===== config.mk =====
export PLATFORM = sky130hd
export DESIGN_NAME = pio_out_pulse
export DESIGN_NICKNAME = d
export VERILOG_FILES = /design/src/rtl/pio_out_pulse.sv
export SDC_FILE = /design/constraint.sdc
export NUM_CORES = 1
export LEC_CHECK = 0
export CORE_ASPECT_RATIO = 1.25
export CORE_MARGIN = 4
export CORE_UTILIZATION = 47
export CTS_BUF_LIST = sky130_fd_sc_hd__clkbuf_8
export CTS_CLUSTER_SIZE = 24
export DETAILED_ROUTE_END_ITERATION = 12
export DONT_BUFFER_PORTS = 1
export PLACE_DENSITY = 0.71
export SLEW_MARGIN = 10
export SYNTH_ARGS = -nofsm -noshare
export SYNTH_HDL_FRONTEND = slang
export SYNTH_SLANG_ARGS = --single-unit

===== constraint.sdc =====
create_clock -name clk -period 4.4 [get_ports clk]
set_clock_uncertainty 0.2 [all_clocks]
set_input_delay 0.88 -clock clk [delete_from_list [all_inputs] [get_ports clk]]
set_output_delay 0.88 -clock clk [all_outputs]
set_load 0.01 [all_outputs]

===== src/rtl/pio_out_pulse.sv =====
// Avalon-MM output PIO with atomic set/clear/toggle and a timed one-shot pulse.
// Pin drive is the data register XOR the currently pulsing bit mask.
module pio_out_pulse #(
  parameter int unsigned DATA_WIDTH = 8,
  parameter logic [DATA_WIDTH-1:0] RESET_VALUE = '0,
  parameter int unsigned CNT_WIDTH = 16,
  parameter int unsigned PULSE_DEFAULT = 1000
) (
  input  logic                  clk,
  input  logic                  reset_n,
  input  logic [2:0]            address,
  input  logic                  chipselect,
  input  logic                  write_n,
  input  logic [31:0]           writedata,
  output logic [31:0]           readdata,
  output logic [DATA_WIDTH-1:0] out_port
);

  typedef enum logic {IDLE, PULSING} state_t;

  state_t                state;
  logic [DATA_WIDTH-1:0] data_reg;
  logic [DATA_WIDTH-1:0] pulse_active;
  logic [CNT_WIDTH-1:0]  count;
  logic [CNT_WIDTH-1:0]  pulse_len;

  logic                  wr_en;
  logic                  pulse_wr;
  logic [DATA_WIDTH-1:0] wd;
  logic                  unused_writedata;

  assign wr_en    = chipselect & ~write_n;
  assign wd       = writedata[DATA_WIDTH-1:0];
  assign pulse_wr = wr_en && (address == 3'd4) && (wd != '0) && (pulse_len != '0);
  assign unused_writedata = ^writedata;

  assign out_port = data_reg ^ pulse_active;

  always_ff @(posedge clk or negedge reset_n) begin
    if (!reset_n) begin
      data_reg  <= RESET_VALUE;
      pulse_len <= CNT_WIDTH'(PULSE_DEFAULT);
    end else if (wr_en) begin
      case (address)
        3'd0: data_reg  <= wd;
        3'd1: data_reg  <= data_reg | wd;
        3'd2: data_reg  <= data_reg & ~wd;
        3'd3: data_reg  <= data_reg ^ wd;
        3'd5: pulse_len <= writedata[CNT_WIDTH-1:0];
        default: ;
      endcase
    end
  end

  // A retrigger wins over both decrement and expiry, so a write on the final
  // count edge keeps the already-inverted bits alive for a fresh pulse_len.
  always_ff @(posedge clk or negedge reset_n) begin
    if (!reset_n) begin
      state        <= IDLE;
      pulse_active <= '0;
      count        <= '0;
    end else begin
      case (state)
        IDLE: begin
          if (pulse_wr) begin
            pulse_active <= wd;
            count        <= pulse_len;
            state        <= PULSING;
          end
        end
        PULSING: begin
          if (pulse_wr) begin
            pulse_active <= pulse_active | wd;
            count        <= pulse_len;
          end else if (count > CNT_WIDTH'(1)) begin
            count <= count - CNT_WIDTH'(1);
          end else begin
            pulse_active <= '0;
            count        <= '0;
            state        <= IDLE;
          end
        end
        default: state <= IDLE;
      endcase
    end
  end

  // Reads are built in a 64-bit scratch word so every field zero-extends or
  // truncates to 32 bits regardless of the parameter values.
  always_comb begin
    logic [63:0] wide;
    wide = '0;
    case (address)
      3'd0: wide[DATA_WIDTH-1:0] = data_reg;
      3'd4: wide[DATA_WIDTH-1:0] = pulse_active;
      3'd5: wide[CNT_WIDTH-1:0]  = pulse_len;
      3'd6: wide[CNT_WIDTH+1:0]  = {count, 1'b0, state == PULSING};
      default: wide = '0;
    endcase
    readdata = wide[31:0];
  end

endmodule

**Word level (Yosys, flattened, before mapping)**

Index checks and enable logic that the tools add are counted.

- Memory bits (writable): 0
- Bits of input ports: 39
- Output and inout port bits: 40
- Memories kept: 0
- Latch bits: 0
- Bits in registers: 49
- Logic and storage cells: 50
- Bits in read-only memories: 0

- Reduce and logical (&&, ||, !) cells: 10
- Divide/modulo/power cells: 0
- Add/sub/neg operators: 1
- Eq/ne operators: 8
- Bitwise logic cells: 9
- $lt $le $gt $ge: 1
- Multiplexer cells: 16
- Shifts and indexed selects: 0
- $mul: 0

Operators by type and width:

| kind | count |
|---|---|
| case mux 8 bit (4 select lines) | 2 |
| two-way mux 16 bit | 3 |
| case mux 16 bit (2 select lines) | 1 |
| case mux 8 bit (2 select lines) | 2 |
| two-way mux 8 bit | 3 |
| > comparator 16 x 1 -> 1 bit, second input constant | 1 |
| bitwise OR 8 bit | 2 |
| nonzero test 16 bit | 1 |
| subtractor 16 x 1 -> 16 bit, second input constant | 1 |
| XOR 8 bit | 2 |
| equality test 3 bit, second input constant | 3 |
| AND 8 bit | 1 |
| NOT 8 bit | 1 |
| nonzero test 8 bit | 1 |
| equality test 3 x 2 -> 1 bit, second input constant | 2 |
| AND reduction 2 bit | 3 |
| nonzero test 4 bit | 1 |
| equality test 3 x 1 -> 1 bit, second input constant | 1 |
| logical AND 1 bit | 3 |
| logical NOT 3 bit | 1 |
| two-way mux 1 bit | 3 |
| inequality test 3 bit, second input constant | 1 |
| two-way mux 2 bit | 1 |
| inequality test 2 bit, second input constant | 1 |
| other kinds (3) | 4 |

**Logic depth before layout (Yosys ltp)**

Gate-level depths: netlist of the first run.

- Depth after elaboration: 7
- Mapped depth: 9
- Mapped depth without buffers: 7

**Worst setup path before layout of the first run**

OpenSTA, ideal clock, no wires.

- Path kind: input -> output
- From: in address[1]
- To: out readdata[2]
- Arrival: 2.155 ns
- Path slack: 1.165 ns
- Cell stages on the path: 5
- Required time: 3.320 ns
- Cell sequence: buf_2 > buf_1 > clkbuf_1 > a31oi_1 > o21ai_0

- Longest elaborated chain between the ends: 2
- Elaborated cells between the ends (all ways): 5

Ends and longest elaborated chain:

| what | RTL line | source |
|---|---|---|
| start, declared | 11 | `input logic [2:0] address,` |
| equality test 3 bit or logical NOT 3 bit (tied branches) | 93 | `case (address)` |
| case mux 8 bit (4 select lines) * | 93 |  |
| end, declared | 15 | `output logic [31:0] readdata,` |

Mark *: on every way between the ends. The rest lies on a longest branch, timed or not.

**Worst setup path after layout of the first run**

- From: in address[0]
- To: out readdata[4]

The elaborated chain is that of the path after synthesis.

==> impl_metrics.yaml, run 1 <==
cells_and_area:
  top_regs: "count (16), pulse_len (16)"
  nets: 449
  insertedDiodeCount: 0
  syn_to_final_growth_pct: 1.38
  design_area_um2: 3570
  drive_gt1_frac: 0.112
  stdcell_count: 485
place:
  placed_area_um2: 3480
  dp_hpwl_um: 6150
  placedCellCount: 477
  place_congestion: 0.880
  io_buffers: 0
yosys:
  synth.area.mux_share: 0.0973
  syn_area_um2: 3520
  yosys_most_used_dff: "dfrtp_1"
  synth-xor-area-share: 0.0199
  synthArstFlopShare: 1.00
  synthAdderAreaFrac: 0.0639
  syn_avg_cell_area_um2: 8.62
  synth.yosys.seq_area_share: 0.350
  ys_warn_count: 0
  synth_compound_area_frac: 0.180
  ys_ff_latch: 49
  yosys.area_share.simple: 0.195
  ys_types: 54
  synth_edf_count: 0
  syn_inst: 409
  synth_top_family_by_area: "simple AND/OR/NAND/NOR gates"
global_routing:
  grt.overflow.total: 0
  grt_pass1_vias: 2798
  grt_pass1_wl_um: 14300
  grt_antenna_before_repair: 0
  grt_max_degree: 50
  grtUsageTotal: 0.197
clock_network:
  ctsHoldBuffers: 0
  cts_buffers: 5
  clk_latency_ns: 0.31
  root_buffer: "clkbuf_8"
  clkSinkCount: 49
  postCtsResizedCells: 0
  cts_tree: "built"
  h-tree-depth: 2
  cts_buffer_depth: 2
  clkSlewWorstSetupHoldPaths_ns: 0.10
  post-cts-setup-buffers: 0
sta:
  setup_violations: 0
  slew_headroom: 0.269
  tns_ns: 0
  rsz0062_at_grt: "false"
  finalHoldViolations: 0
  post-route-period-util: 0.719
  drv_slew: 0
  max_freq_mhz: 316
  worst_pin_slew_ns: 1.09
  post-route-min-period_ns: 3.16
drt:
  met3_length_um: 670
  dr.pass1.iters: 8
  drt_iter0_markers: 258
  vias: 2913
  ant_nets: 0
  finalWirelength_um: 8750
  vias_per_cell: 6.01
  wl_met2_um: 4330
  wl_met1_um: 3670
  drc_errors: 0
  routedWlPerCell_um: 18.0
  top_layer_used: "met4"
power:
  leakagePower_nw: 1.64
  power.density_nw_per_um2: 452
  vdd_drop_max_v: 0.000195
floorplanning:
  die_area_um2: 8960
  io_pins: 79
  core_um2: 7360
  initial_core_util: 0.479
  fp.dieH_um: 105
  fp.dieW_um: 85.5
  std_cell_rows: 35
critical_path:
  path_class: "in2out"
  path_max_fanout: 22
  start_kind: "input port"
  crit_required_ns: 3.32
  critPathCaptureType: "output port"
  arrival_ns: 2.08
job:
  maxCapViolCount: 0
worst_hold_path:
  hold_class: "in2async"
run_status:
  status: "finished, final reports clean"
==> final timing paths <==
path	slack (ns)	to	cells past startpoint	from
setup / recovery	1.24	readdata[4]	4	address[0]
hold / removal	0.06	pulse_len[13]	0	reset_n
setup reg to reg	1.84	pulse_active[3]	6	pulse_len[10]
hold reg to reg	0.35	count[6]	2	pulse_len[6]
max in group asynchronous	3.74	pulse_len[5]	0	reset_n
min in group clk	0.35	count[6]	2	pulse_len[6]
==> layer usage <==
metal / global-route usage / up-vias
li1: - / 1372
met2: 0.317 / 104
met3: 0.0560 / 10
met1: 0.259 / 1427
met5: 0 / -
met4: 0.0486 / 0
==> cell usage in the layout (no fill, tap or decap), types with 3 or more instances in the layout <==
cell      count
a21oi_1      23
ha_1         18
mux2_2       18
buf_4         3
dfrtp_1      43
nor2b_1      10
a31oi_1      16
nand3b_1      3
nor4_1        7
o21ai_0      22
mux2i_1      14
dfstp_2       6
and3_1        5
a22oi_1      11
inv_1        27
o211ai_1      3
nand4_1       4
a21o_1        8
nor2_1       38
conb_1       14
nand3_1       5
o22ai_1       8
clkbuf_8      5
xor2_1        8
nand2_1      39
==> synthesized netlist by cell type, drive strengths merged, types with 3 or more instances <==
cell    number  area, um2
dfrtp       43       1080
nand2       40        153
nor2        38        143
buf         27        179
inv         27        101
a21oi       23        115
o21ai       22        110
ha          18        225
mux2        18        203
a31oi       16        100
mux2i       14        140
clkbuf      13       48.8
a22oi       11       82.6
nor2b       10       62.6
a21o         8       60.1
nor4         8       65.1
o22ai        8       50.1
xor2         8       70.1
dfstp        6        158
and3         5       31.3
nand3        5       25.0
nand4        4       25.0
or2          4       25.0
nand3b       3       22.5
nor3b        3       32.5
o211ai       3       22.5
==> cell type report <==
type                       instances  area, um2
multi-input combinational        306       2010
tap                               92        115
sequential                        49       1230
timing repair buffer               3       22.5
clock inverter                     3       21.3
clock buffer                       5       68.8
fill                             701       3780
inverter                          27        101
==> metrics by stage <==
step | hold WS (ns) | util | worst slack, ns | total power, mW
3_5_place_dp | 0.333 | 0.473 | 1.26 | 1.34
3_3_place_gp | 0.323 | 0.473 | 1.27 | 1.32
4_1_cts | 0.0457 | 0.486 | 1.25 | 1.62
2_1_floorplan | 0.289 | - | 1.17 | 1.21
6_report | 0.0590 | 0.486 | 1.24 | 1.62
5_1_grt | 0.0363 | 0.486 | 1.10 | 1.74
==> report_power, final <==
| group | internal [mW] | switching (mW) |
|---|---|---|
| clock network | 0.113 | 0.161 |
| logic | 0.248 | 0.291 |
| registers | 0.598 | 0.205 |
==> worst max-delay path: stages <==
cell,delay [ns]
nor2b_1,0.55
and2_1,0.36
nand2_1,0.08
o21ai_0,0.20
==> logic make-up after synthesis <==
logic type | after synthesis
XOR/XNOR | 8
buffers and inverters | 67
AO/OA/AOI/OAI | 101
adder cells (fa/ha/maj) | 18
multiplexers | 32
flip-flops | 49
AND/OR/NAND/NOR | 133
other | 1
Power figures use the tool's default switching activity.
==> run 2, diff against run 1 <==
- PLACE_DENSITY: 0.71 -> 0.73
- clock period: 4.4 -> 2.9 ns (I/O delays scaled with it)
==> run 2 against run 1 <==
Sequential power up 52%. Sequential share of layout area down 0.77 points. Worst setup slack worse by 0.77 ns. Global-route usage up 0.17 points. Count of clock-buffer cells in the layout up 1. Register-to-register slack worse by 1.4 ns. Final area up 2.3%. First-iteration DRC count down 40%. Critical path depth up 1. Hold slack better by 0.16 ns. Routed wire length down 0.49%. Critical path type is now reg2reg.
==> impl_metrics.yaml, run 2 (synthesis results as in run 1) <==
sta:
  finalHoldViolations: 0
  setup_violations: 0
  slew_headroom: 0.512
  hold-worst-slack_ns: 0.217
  rsz0062_at_grt: "false"
  post-route-period-util: 0.839
  drv_slew: 0
  post-route-min-period_ns: 2.43
  max_freq_mhz: 411
  worst_pin_slew_ns: 0.726
  tns_ns: 0
run_status:
  status: "finished, final reports clean"
floorplanning:
  core_um2: 7360
  io_pins: 79
  fp.dieH_um: 105
  initial_core_util: 0.479
  std_cell_rows: 35
  fp.dieW_um: 85.5
  die_area_um2: 8960
cells_and_area:
  top_regs: "count (16), pulse_len (16)"
  final_common_cell: "dfrtp_1"
  stdcell_count: 492
  nets: 456
  insertedDiodeCount: 0
  fill_cells: 716
  final_cell_mix: "43 x dfrtp_1, 39 x nand2_1, 38 x nor2_1, 27 x inv_1, 23 x a21oi_1"
  syn_to_final_growth_pct: 3.69
  post-route-util: 0.497
  drive_gt1_frac: 0.125
critical_path:
  critPathBufInv: 0
  crit_required_ns: 2.90
  cp-startpoint: "count[11]"
  crit_slowest_cell: "or4_4"
  max_stage_delay_ns: 0.58
  start_kind: "register"
  r2r_start: "count[11]"
  critPathCaptureType: "register"
  path_class: "reg2reg"
  path_cells: "or4_4, nor4_4, nand2_2, a311o_1, o211a_1"
  path_max_fanout: 15
  critPathTopFamily: "simple AND/OR/NAND/NOR gates"
  arrival_ns: 2.44
drt:
  vias_per_cell: 5.93
  vias: 2920
  dr.pass1.iters: 4
  drc_errors: 0
  finalWirelength_um: 8710
  routedWlPerCell_um: 17.7
  ant_nets: 0
  drt_iter0_markers: 156
place:
  io_buffers: 0
  dp_hpwl_um: 6300
  placedCellCount: 482
  place_congestion: 0.879
power:
  vdd_drop_max_v: 0.000395
  finalPower_mw: 2.49
  power.density_nw_per_um2: 681
  leakagePower_nw: 1.69
global_routing:
  grtUsageTotal: 0.198
  grt_max_degree: 50
  grt_antenna_before_repair: 0
  grt_pass1_vias: 2947
  grt.overflow.total: 0
  grt_pass1_wl_um: 14500
worst_hold_path:
  hold_start: "writedata[10]"
  hold_class: "in2reg"
clock_network:
  root_buffer: "clkbuf_8"
  cts_tree: "built"
  h-tree-depth: 2
  cts_buffers: 5
  postCtsResizedCells: 0
  clkSlewWorstSetupHoldPaths_ns: 0.10
  post-cts-setup-buffers: 0
  clk_latency_ns: 0.31
  cts_buffer_depth: 2
  clkSinkCount: 49
job:
  maxCapViolCount: 0
-- run 2: path summary, 6_finish.rpt --
path,cells past startpoint,slack [ns],to
max,5,0.47,count[12]
min,1,0.22,pulse_len[10]
max reg2reg,5,0.47,count[12]
min reg2reg,2,0.33,count[8]
max in group asynchronous,2,1.63,pulse_len[7]
min in group asynchronous,2,0.58,count[11]
-- run 2: worst register-to-register path: stages (launching register included) --
cell and delay [ns]:
dfrtp_1 0.45, or4_4 0.58, nor4_4 0.35, nand2_2 0.28, a311o_1 0.34, o211a_1 0.13
-- run 2: cell type report --
cell class / instances / area [um2] / area share
multi-input combinational: 306 / 2010 / 0.550
sequential: 49 / 1230 / 0.338
clock buffer: 6 / 82.6 / 0.0226
tap: 92 / 115 / 0.0315
timing repair buffer: 10 / 97.6 / 0.0267
inverter: 27 / 101 / 0.0277
clock inverter: 2 / 13.8 / 0.00377
-- run 2: power breakdown --
group,internal (mW),total [mW],switching (mW)
combinational,0.384,0.838,0.453
clock,0.194,0.434,0.240
sequential,0.908,1.22,0.310
-- run 2: timing repair --
item,CTS,global route
endpoints found under the hold margin,49,0
hold buffers,2,0
endpoints found under the setup margin,0,0
-- run 2: per-stage QoR --
stage / area (um2) / setup slack [ns]
2_1_floorplan: 3570 / 0.265
4_1_cts: 3650 / 0.465
6_report: 3650 / 0.466
3_5_place_dp: 3520 / 0.477
5_1_grt: 3650 / 0.373
3_3_place_gp: 3520 / 0.543
-- run 2: layer usage --
metal | global-route usage | share of wire | up-vias
li1 | - | - | 1385
met1 | 0.253 | 0.41 | 1422
met2 | 0.325 | 0.49 | 98
met3 | 0.0521 | 0.081 | 15
met4 | 0.0622 | 0.018 | 0
met5 | 0 | 0 | -
